--- config.mk ---
export PLATFORM = sky130hd
export DESIGN_NAME = stopwatch_display_io_flat
export DESIGN_NICKNAME = d
export VERILOG_FILES = /design/src/rtl/stopwatch_pkg.sv /design/src/rtl/stopwatch_display_io_if.sv /design/src/rtl/stopwatch_display_io_debounce_cell.sv /design/src/rtl/stopwatch_display_io.sv /design/src/flat_wrapper.sv
export SDC_FILE = /design/constraint.sdc
export NUM_CORES = 1
export LEC_CHECK = 0
export CAP_MARGIN = 5
export CORE_MARGIN = 1
export CORE_UTILIZATION = 49
export CTS_BUF_LIST = sky130_fd_sc_hd__clkbuf_8
export CTS_CLUSTER_SIZE = 8
export DETAILED_ROUTE_END_ITERATION = 16
export MAX_ROUTING_LAYER = met4
export PLACE_DENSITY = 0.79
export SLEW_MARGIN = 20
export SYNTH_ARGS = -nofsm -noshare
export SYNTH_HDL_FRONTEND = slang
export SYNTH_SLANG_ARGS = --single-unit
--- constraint.sdc ---
create_clock -name clk -period 3 [get_ports clk]
set_clock_uncertainty 0.1 [all_clocks]
set_input_delay 0.3 -clock clk [delete_from_list [all_inputs] [get_ports clk]]
set_output_delay 0.3 -clock clk [all_outputs]
set_load 0.02 [all_outputs]
--- src/rtl/stopwatch_pkg.sv ---
// Shared constants and helpers for the stopwatch board front end.
//   CLK_FREQ_HZ             system clock frequency
//   DEBOUNCE_CYCLES_DEF     default debounce window (10 ms)
//   REFRESH_CYCLES_DEF      default per-digit display time (1 ms)
//   BTN_START/STOP/RESET    bit positions inside the button vectors
//   seg_glyph()             BCD digit to active-low {g..a} segment pattern
package stopwatch_pkg;

    localparam int CLK_FREQ_HZ        = 100_000_000;
    localparam int DEBOUNCE_CYCLES_DEF = CLK_FREQ_HZ / 100;
    localparam int REFRESH_CYCLES_DEF  = CLK_FREQ_HZ / 1000;

    localparam int BTN_START = 0;
    localparam int BTN_STOP  = 1;
    localparam int BTN_RESET = 2;

    // Codes 10..15 are not decimal digits and render blank.
    function automatic logic [6:0] seg_glyph(input logic [3:0] bcd);
        logic [6:0] seg;
        case (bcd)
            4'd0:    seg = 7'b1000000;
            4'd1:    seg = 7'b1111001;
            4'd2:    seg = 7'b0100100;
            4'd3:    seg = 7'b0110000;
            4'd4:    seg = 7'b0011001;
            4'd5:    seg = 7'b0010010;
            4'd6:    seg = 7'b0000010;
            4'd7:    seg = 7'b1111000;
            4'd8:    seg = 7'b0000000;
            4'd9:    seg = 7'b0010000;
            default: seg = 7'b1111111;
        endcase
        return seg;
    endfunction

endpackage

--- src/rtl/stopwatch_display_io_if.sv ---
// Board-side signal bundle of the stopwatch front end.
//   btn      raw buttons {reset, stop, start}, active-high
//   btn_db   debounced button levels, same bit order
//   encoded  packed BCD digits, digit 0 in the low nibble
//   anode    active-low digit enables
//   cathode  active-low segments {g..a}
//   dp       active-low decimal point
// slave: the front end itself; master: whoever drives buttons/digits.
interface stopwatch_display_io_if #(
    parameter int NUM_SEGMENTS = 4,
    parameter int BITS         = 16
);
    logic [2:0]              btn;
    logic [2:0]              btn_db;
    logic [BITS-1:0]         encoded;
    logic [NUM_SEGMENTS-1:0] anode;
    logic [6:0]              cathode;
    logic                    dp;

    modport master (
        output btn, encoded,
        input  btn_db, anode, cathode, dp
    );

    modport slave (
        input  btn, encoded,
        output btn_db, anode, cathode, dp
    );
endinterface

--- src/rtl/stopwatch_display_io_debounce_cell.sv ---
// Single-button debouncer: 2-flop synchronizer followed by a stability
// counter. The output follows the input only after it has differed from the
// current output for DEBOUNCE_CYCLES consecutive cycles.
//   clk        system clock
//   rst        asynchronous active-low reset
//   bouncy     raw asynchronous button
//   debounced  clean level
module debounce_cell #(
    parameter int DEBOUNCE_CYCLES = 1_000_000
) (
    input  logic clk,
    input  logic rst,
    input  logic bouncy,
    output logic debounced
);
    localparam int CW = $clog2(DEBOUNCE_CYCLES > 1 ? DEBOUNCE_CYCLES : 2);
    localparam logic [CW-1:0] CNT_LAST = CW'(DEBOUNCE_CYCLES - 1);

    logic          sync1_q, sync2_q;
    logic          db_q, db_d;
    logic [CW-1:0] cnt_q, cnt_d;

    always_comb begin
        db_d  = db_q;
        cnt_d = '0;
        if (sync2_q != db_q) begin
            if (cnt_q == CNT_LAST) begin
                db_d  = sync2_q;
                cnt_d = '0;
            end else begin
                cnt_d = cnt_q + 1'b1;
            end
        end
    end

    always_ff @(posedge clk or negedge rst) begin
        if (!rst) begin
            sync1_q <= 1'b0;
            sync2_q <= 1'b0;
            db_q    <= 1'b0;
            cnt_q   <= '0;
        end else begin
            sync1_q <= bouncy;
            sync2_q <= sync1_q;
            db_q    <= db_d;
            cnt_q   <= cnt_d;
        end
    end

    assign debounced = db_q;

endmodule

--- src/rtl/stopwatch_display_io.sv ---
// Stopwatch board front end: debounces the three buttons and scans a
// multiplexed active-low seven-segment display from a packed BCD word.
//   clk  system clock
//   rst  asynchronous active-low reset
//   io   stopwatch_display_io_if.slave (btn, btn_db, encoded, anode,
//        cathode, dp); BITS must equal 4*NUM_SEGMENTS
module stopwatch_display_io
    import stopwatch_pkg::*;
#(
    parameter int NUM_SEGMENTS    = 4,
    parameter int BITS            = 16,
    parameter int DEBOUNCE_CYCLES = DEBOUNCE_CYCLES_DEF,
    parameter int REFRESH_CYCLES  = REFRESH_CYCLES_DEF,
    parameter int DP_DIGIT        = 2
) (
    input logic clk,
    input logic rst,
    stopwatch_display_io_if.slave io
);
    localparam int RW = $clog2(REFRESH_CYCLES > 1 ? REFRESH_CYCLES : 2);
    localparam int IW = $clog2(NUM_SEGMENTS > 1 ? NUM_SEGMENTS : 2);
    localparam logic [RW-1:0] REF_LAST = RW'(REFRESH_CYCLES - 1);
    localparam logic [IW-1:0] IDX_LAST = IW'(NUM_SEGMENTS - 1);
    localparam logic [IW-1:0] IDX_DP   = IW'(DP_DIGIT);

    // ---------------- buttons ----------------
    logic db_start, db_stop, db_reset;

    debounce_cell #(.DEBOUNCE_CYCLES(DEBOUNCE_CYCLES)) u_db_start (
        .clk       (clk),
        .rst       (rst),
        .bouncy    (io.btn[BTN_START]),
        .debounced (db_start)
    );

    debounce_cell #(.DEBOUNCE_CYCLES(DEBOUNCE_CYCLES)) u_db_stop (
        .clk       (clk),
        .rst       (rst),
        .bouncy    (io.btn[BTN_STOP]),
        .debounced (db_stop)
    );

    debounce_cell #(.DEBOUNCE_CYCLES(DEBOUNCE_CYCLES)) u_db_reset (
        .clk       (clk),
        .rst       (rst),
        .bouncy    (io.btn[BTN_RESET]),
        .debounced (db_reset)
    );

    assign io.btn_db = {db_reset, db_stop, db_start};

    // ---------------- display scan ----------------
    logic [RW-1:0]           ref_q, ref_d;
    logic [IW-1:0]           idx_q, idx_d;
    logic [NUM_SEGMENTS-1:0] anode_q, anode_d;
    logic [6:0]              cathode_q, cathode_d;
    logic                    dp_q, dp_d;
    logic [3:0]              digit;

    always_comb begin
        ref_d = ref_q + 1'b1;
        idx_d = idx_q;
        if (ref_q == REF_LAST) begin
            ref_d = '0;
            idx_d = (idx_q == IDX_LAST) ? '0 : idx_q + 1'b1;
        end
    end

    // Outputs are decoded from the current index and the live digit word, so
    // anode and glyph always move together on the same edge.
    always_comb begin
        digit   = 4'hF;
        anode_d = '1;
        for (int i = 0; i < NUM_SEGMENTS; i++) begin
            if (idx_q == IW'(i)) begin
                anode_d[i] = 1'b0;
                if (4 * i + 3 < BITS) begin
                    digit = io.encoded[4 * i +: 4];
                end
            end
        end
        cathode_d = seg_glyph(digit);
        dp_d      = (idx_q == IDX_DP) ? 1'b0 : 1'b1;
    end

    always_ff @(posedge clk or negedge rst) begin
        if (!rst) begin
            ref_q     <= '0;
            idx_q     <= '0;
            anode_q   <= '1;
            cathode_q <= 7'b1111111;
            dp_q      <= 1'b1;
        end else begin
            ref_q     <= ref_d;
            idx_q     <= idx_d;
            anode_q   <= anode_d;
            cathode_q <= cathode_d;
            dp_q      <= dp_d;
        end
    end

    assign io.anode   = anode_q;
    assign io.cathode = cathode_q;
    assign io.dp      = dp_q;

endmodule

--- src/flat_wrapper.sv ---
// flat-port wrapper written by rule: the top's interface ports become plain ports
module stopwatch_display_io_flat import stopwatch_pkg::*;
#(
    parameter int NUM_SEGMENTS    = 4,
    parameter int BITS            = 16,
    parameter int DEBOUNCE_CYCLES = DEBOUNCE_CYCLES_DEF,
    parameter int REFRESH_CYCLES  = REFRESH_CYCLES_DEF,
    parameter int DP_DIGIT        = 2
)
  (clk, rst, io_btn, io_encoded, io_btn_db, io_anode, io_cathode, io_dp);
  stopwatch_display_io_if #(.NUM_SEGMENTS(NUM_SEGMENTS), .BITS(BITS)) io_i ();
  input logic clk;
  input logic rst;
  input wire logic [$bits(io_i.btn)-1:0] io_btn;
  input wire logic [$bits(io_i.encoded)-1:0] io_encoded;
  output wire logic [$bits(io_i.btn_db)-1:0] io_btn_db;
  output wire logic [$bits(io_i.anode)-1:0] io_anode;
  output wire logic [$bits(io_i.cathode)-1:0] io_cathode;
  output wire logic [$bits(io_i.dp)-1:0] io_dp;
  assign io_i.btn = io_btn;
  assign io_i.encoded = io_encoded;
  assign io_btn_db = io_i.btn_db;
  assign io_anode = io_i.anode;
  assign io_cathode = io_i.cathode;
  assign io_dp = io_i.dp;
  stopwatch_display_io #(.NUM_SEGMENTS(NUM_SEGMENTS), .BITS(BITS), .DEBOUNCE_CYCLES(DEBOUNCE_CYCLES), .REFRESH_CYCLES(REFRESH_CYCLES), .DP_DIGIT(DP_DIGIT)) u_core (.clk(clk), .rst(rst), .io(io_i));
endmodule
# After elaboration in Yosys (flattened, before gate mapping)
# Memory sizes are Yosys's and may differ from the RTL's. A register that Yosys moved wholly into a read port is not among the register bits.
# Cells that the tools add are included.
word_totals:
  output_inout_bits: 15
  wordCells: 53
  memories: 1
  input_bits: 21
  mem_bits_ro: 112
  regBits: 93
op_classes:
  mux: 16
  eq_ne: 10
  n_addsub: 5
  reduce_logical: 5
mem_list:
  columns: ["name", "depth", "word_bits", "read_ports", "rd_clocked_by_memory_dff", "write_ports", "line", "rtl"]
  rows:
  - ["(name not given)", 16, 7, 1, 1, 0, "stopwatch_pkg.sv:20", "case (bcd)"]
op_table:
  columns: ["operator", "n"]
  rows:
  - ["$mux W20", 6]
  - ["$add A20 B1 Y20 const B", 3]
  - ["$eq A20 B20 Y1 const B", 3]
  - ["$add A17 B1 Y17 const B", 1]
  - ["$eq A17 B17 Y1 const B", 1]
  - ["$mux W17", 1]
  - ["$mux W4", 4]
  - ["$reduce_and A2 Y1", 3]
  - ["$eq A2 B2 Y1 const B", 2]
  - ["$mux W1", 4]
  - ["$ne A1 B1 Y1", 3]
  - ["$add A2 B1 Y2 const B", 1]
  - ["$eq A2 B1 Y1 const B", 1]
  - ["$logic_not A2 Y1", 1]
  - ["$mux W2", 1]
  - ["$logic_not A1 Y1", 1]

# Longest topological paths before layout
logic_depth:
  ltp_word: 5
  depth_mapped: 9
  ltp_nobuf: 9

# Modules after synthesis
# Synthesis repeated with hierarchy kept, for this count alone.
unflattened:
  cells_unflattened: 468
  area_unflattened_um2: 4828.4
by_module_without_submodules:
  columns: ["mod", "cells_per_inst", "n_inst", "area_per_inst_um2"]
  rows:
  - ["debounce_cell", 110, 3, 1108.6]
  - ["stopwatch_display_io", 138, 1, 1502.7]

# Worst setup path before layout
# No wires, ideal clock.
synth_path:
  path_type: "flip-flop to flip-flop"
  start: "reg u_core.idx_q[0]"
  end: "reg u_core.cathode_q[1], in the netlist u_core.io.cathode[1]"
  t_arrival_ps: 1976
  path_stages_with_launch: 10
  setup_time_ps: 79
  required_time_ps: 2821
  period_less_slack_ps: 2154
  path_slack_ps: 846
  path_cell_list: "dfrtp_1 > inv_1 > ha_1 > nand2b_4 > o22a_2 > a222oi_1 > inv_1 > ha_1 > inv_1 > o21ai_0"
synth_between:
  elab_chain_cells: 5
  elab_cells_between_ends: 8
synth_lines:
  columns: ["item", "line", "rtl"]
  rows:
  - ["from (decl)", "stopwatch_display_io.sv:54", "logic [IW-1:0] idx_q, idx_d;"]
  - ["from (signal assigned)", "stopwatch_display_io.sv:95", "idx_q <= idx_d;"]
  - ["$logic_not A2 Y1", "stopwatch_display_io.sv:75", "if (idx_q == IW'(i)) begin"]
  - ["$mux W4 (3 in a row)", "stopwatch_display_io.sv:75", null]
  - ["$mux W4 *", "stopwatch_display_io.sv:75", null]
  - ["to (decl)", "stopwatch_display_io.sv:56", "logic [6:0] cathode_q, cathode_d;"]
# Every way passes the cells marked *; elsewhere a longest branch is shown, timed or not.
# A chain may end at the register's enable or synchronous reset.

# Worst setup path in the final report
# Ends and elaborated chain as after synthesis.

==> summary.md <==
| Metric | Value |
|---|---|
| Share of cells above drive strength 1 | 8.52% |
| CTS root buffer | clkbuf_8 |
| Dominant cells by area after synthesis | dfrtp_1 47%, nor2_1 7.0%, xor2_1 6.8% |
| H-Tree Depth | 3 |
| Final max-slew violation count | 0 |
| Fillers | 776 |
| Lkg Pwr | 2.25 nW |
| Die ar. | 9870 um2 |
| Post-route ant nets | 0 |
| Routability congestion estimate | 0.813 |
| DRC errors left | 0 |
| CP most frequent cell | inv_1 |
| GR Overflow Total | 0 |
| Mapped Avg Cell Area | 10.6 um2 |
| Synth area leader | dfrtp_1 |
| Initial Util | 50.5% |
| Pin count of the biggest net entering global routing | 62 |
| Port buffer count | 35 |
| Nets | 506 |
| CP Depth | 9 |
| Worst hold path type | flop to flop |
| Crit path max-delay family | compound AO/OA/AOI/OAI gates |
| DIE HEIGHT | 99.4 um |
| Reg2reg setup slack | 490 ps |
| Clock power frac | 36.5% |
| Switching Fraction | 23.2% |
| N_diodes | 0 |
| Mapped Area | 4640 um2 |
| R2R cell count | 9 |
| Mux cell area share after synthesis | 1.16% |
| Main combinational cell family by area after synthesis | simple AND/OR/NAND/NOR gates |
| Worst Tran Pin Value | 756 ps |
| Mapped Nets | 470 |
| Adder-Cell Fraction of Synth Area | 2.42% |
| Crit Path Max Fanout | 5 |
| YS warnings | 0 |
| Cells after DPL | 575 |
| Seq pwr share | 57.5% |
| Synth cell count leaders | 88 x dfrtp_1, 86 x nor2_1, 36 x xor2_1 |
| Vias in the first global route | 3163 |
| Clk sinks | 99 |
| Setup crit start kind | flop |
| Clock tree buffer depth | 2 |
| Peak VDD IR | 0.000213 V |
| CP Data Arrival Time | 2690 ps |
| CTS tree | built |
| Async set-or-reset flop fraction in the synthesized netlist | 100% |
| Die width | 99.4 um |
| First-pass GRT wire length | 14500 um |
| Switching power total | 0.555 mW |
| Crit share post-route | 83.6% |
| Drt wl/cell | 13.9 um |
| Register area share after synthesis | 53.6% |
| Most frequent cell after synthesis | dfrtp_1 |
| Worst-skew pair later-pin latency | 360 ps |
| Total power | 2.39 mW |
| Core ar. | 9200 um2 |
| Final WL | 8230 um |
| Synth cell types | 42 |
| Post-synthesis cell count | 440 |
| DR iter-0 viols | 119 |
| Vias/cell | 5.39 |
| Synth Flop Type | dfrtp_1 |
| TritonCTS Buffers | 9 |
| Setup-violating endpoint count in the final report | 0 |
| Slowest CP cell | a222oi_1 |
| Vias | 3189 |
| Status | completed |
| Min cycle time layout | 2510 ps |
| Simple-Gate Fraction of Synth Area | 22.7% |
| Area Growth Syn to Fin | 14.0% |
| Clk slew on worst S/H paths | 100 ps |
| Rows | 35 |
| Worst Hold Depth | 0 |
| Initial antenna violation count | 0 |
| IO Pins | 36 |
| Worst-path cell chain | inv_1 > ha_1 > nand2b_4 > o22a_2 > a222oi_1 > inv_1 > ha_1 > inv_1 > o21ai_0 |
| Final hold violations | 0 |
| RSZ-0062 raised after global routing | no |
| Drt first pass iters | 4 |
| Fmax | 399 MHz |
| Buf+Inv Stages, Crit Path | 3 |
| Crit end category | flop |
| Post-synthesis xor/xnor area fraction | 13.4% |
| Total global-route track usage | 19.0% |
| Synth Register Bits | 99 |
| Worst slew margin | 49.6% |
| Synth top area share | 47.4% |
| Post-synth EDFFs | 0 |
| Post-CTS Setup Inserts | 0 |
| Internal Power | 1.84 mW |
| Maxcap violations | 0 |
| Critical Path RT | 3180 ps |
| Final cell count without fillers | 592 |
| Setup TNS | 0 ps |
| PwrDens | 452 nW/um2 |
| Kind of critical path | flop to flop |
| Compound-gate portion of the synthesized area | 3.58% |
| Critical path's largest stage delay | 560 ps |
| Combinational fraction of design power | 6.0% |
| DP HPWL | 5700 um |
path summary, 6_finish.rpt:
path,end,startpoint
max,u_core.io.cathode[1]$_DFF_PN1_,u_core.idx_q[0]$_DFFE_PN0N_
min,u_core.u_db_stop.sync2_q$_DFF_PN0_,u_core.u_db_stop.sync1_q$_DFF_PN0_
max reg2reg,u_core.io.cathode[1]$_DFF_PN1_,u_core.idx_q[0]$_DFFE_PN0N_
min reg2reg,u_core.u_db_stop.sync2_q$_DFF_PN0_,u_core.u_db_stop.sync1_q$_DFF_PN0_
max in group asynchronous,u_core.u_db_reset.cnt_q[14]$_DFF_PN0_,rst
min in group asynchronous,u_core.u_db_start.cnt_q[9]$_DFF_PN0_,rst
cell type report:
type	count	area (um2)	area share, %
tap	111	139	2.62
clock buffer	10	138	2.60
inverter	19	71.3	1.35
timing repair buffer	37	378	7.13
sequential	99	2490	47.0
clock inverter	6	68.8	1.30
multi-input combinational	310	2010	38.0
kinds of logic (layout without fill, tap and decap cells):
family | Yosys count | after routing
AOI/OAI and AO/OA | 19 | 19
xor gates and xnor gates | 71 | 71
and+or+nand+nor | 206 | 206
adders and majority gates | 9 | 9
buffers and inverters | 31 | 72
muxes | 5 | 5
DFF | 99 | 99
registers in the layout, summed over array words and instances, names as in the netlist:
name / cells
u_core.u_db_reset.sync1_q: 1
u_core.io.anode: 4
u_core.u_db_stop.sync1_q: 1
u_core.u_db_stop.cnt_q: 20
u_core.u_db_start.debounced: 1
u_core.ref_q: 17
u_core.io.cathode: 7
u_core.u_db_reset.cnt_q: 20
u_core.u_db_start.sync2_q: 1
u_core.u_db_stop.debounced: 1
u_core.u_db_start.sync1_q: 1
u_core.u_db_reset.debounced: 1
u_core.idx_q: 2
u_core.u_db_stop.sync2_q: 1
u_core.u_db_reset.sync2_q: 1
u_core.u_db_start.cnt_q: 20
layout by cell type (no fill, tap or decap), types with 2 or more instances in the layout:
cell type / Yosys / final
nor3_1: 9 / 9
inv_6: 0 / 3
xor2_1: 36 / 36
or2_2: 2 / 2
nand4_1: 15 / 15
mux2_2: 3 / 3
clkbuf_8: 0 / 10
o211ai_1: 2 / 2
ha_1: 9 / 9
nor4bb_1: 2 / 2
inv_1: 18 / 18
o21ai_0: 6 / 6
nor4b_1: 6 / 6
nor2_1: 86 / 86
dfstp_2: 11 / 11
nand2_1: 19 / 19
nand3_1: 31 / 31
xnor2_1: 35 / 35
nor4_1: 5 / 5
mux2i_1: 2 / 2
a21oi_1: 2 / 2
nand2b_1: 2 / 2
and4_1: 15 / 15
nand3b_1: 2 / 2
dfrtp_1: 88 / 88
and2_1: 3 / 3
clkdlybuf4s50_1: 0 / 34
and3_1: 5 / 5
routing by layer:
| layer | global-route usage (%) | vias up | routed length [um] |
|---|---|---|---|
| met5 | - | - | 0 |
| met4 | 7.01 | 0 | 134 |
| met3 | 5.34 | 15 | 339 |
| met2 | 29.8 | 65 | 3900 |
| met1 | 23.7 | 1545 | 3850 |
| li1 | - | 1564 | - |
per-stage QoR:
step | hold slack [ps] | setup slack (ps) | utilization (%) | area [um2]
after floorplan | -95.6 | 846 | - | 4640
after global placement | 240 | 721 | 55.2 | 5080
after detailed placement | 248 | 555 | 55.2 | 5080
after CTS | 245 | 528 | 57.6 | 5300
after global routing | 253 | 354 | 57.6 | 5300
final | 242 | 491 | 57.6 | 5300
what timing repair did:
item / CTS / global route
endpoints found under the hold margin: 49 / 0
hold buffers: 1 / 0
resized for setup: 0 / 0
power groups by stage:
stage	sequential, mW	combinational, mW	clock [mW]
after detailed placement	1.40	0.145	0
after CTS	1.38	0.147	0.906
after floorplan	1.41	0.0517	0
after global routing	1.38	0.160	0.966
final	1.38	0.143	0.874
after global placement	1.40	0.141	0
Note: power is estimated with default switching activity, not from simulation.
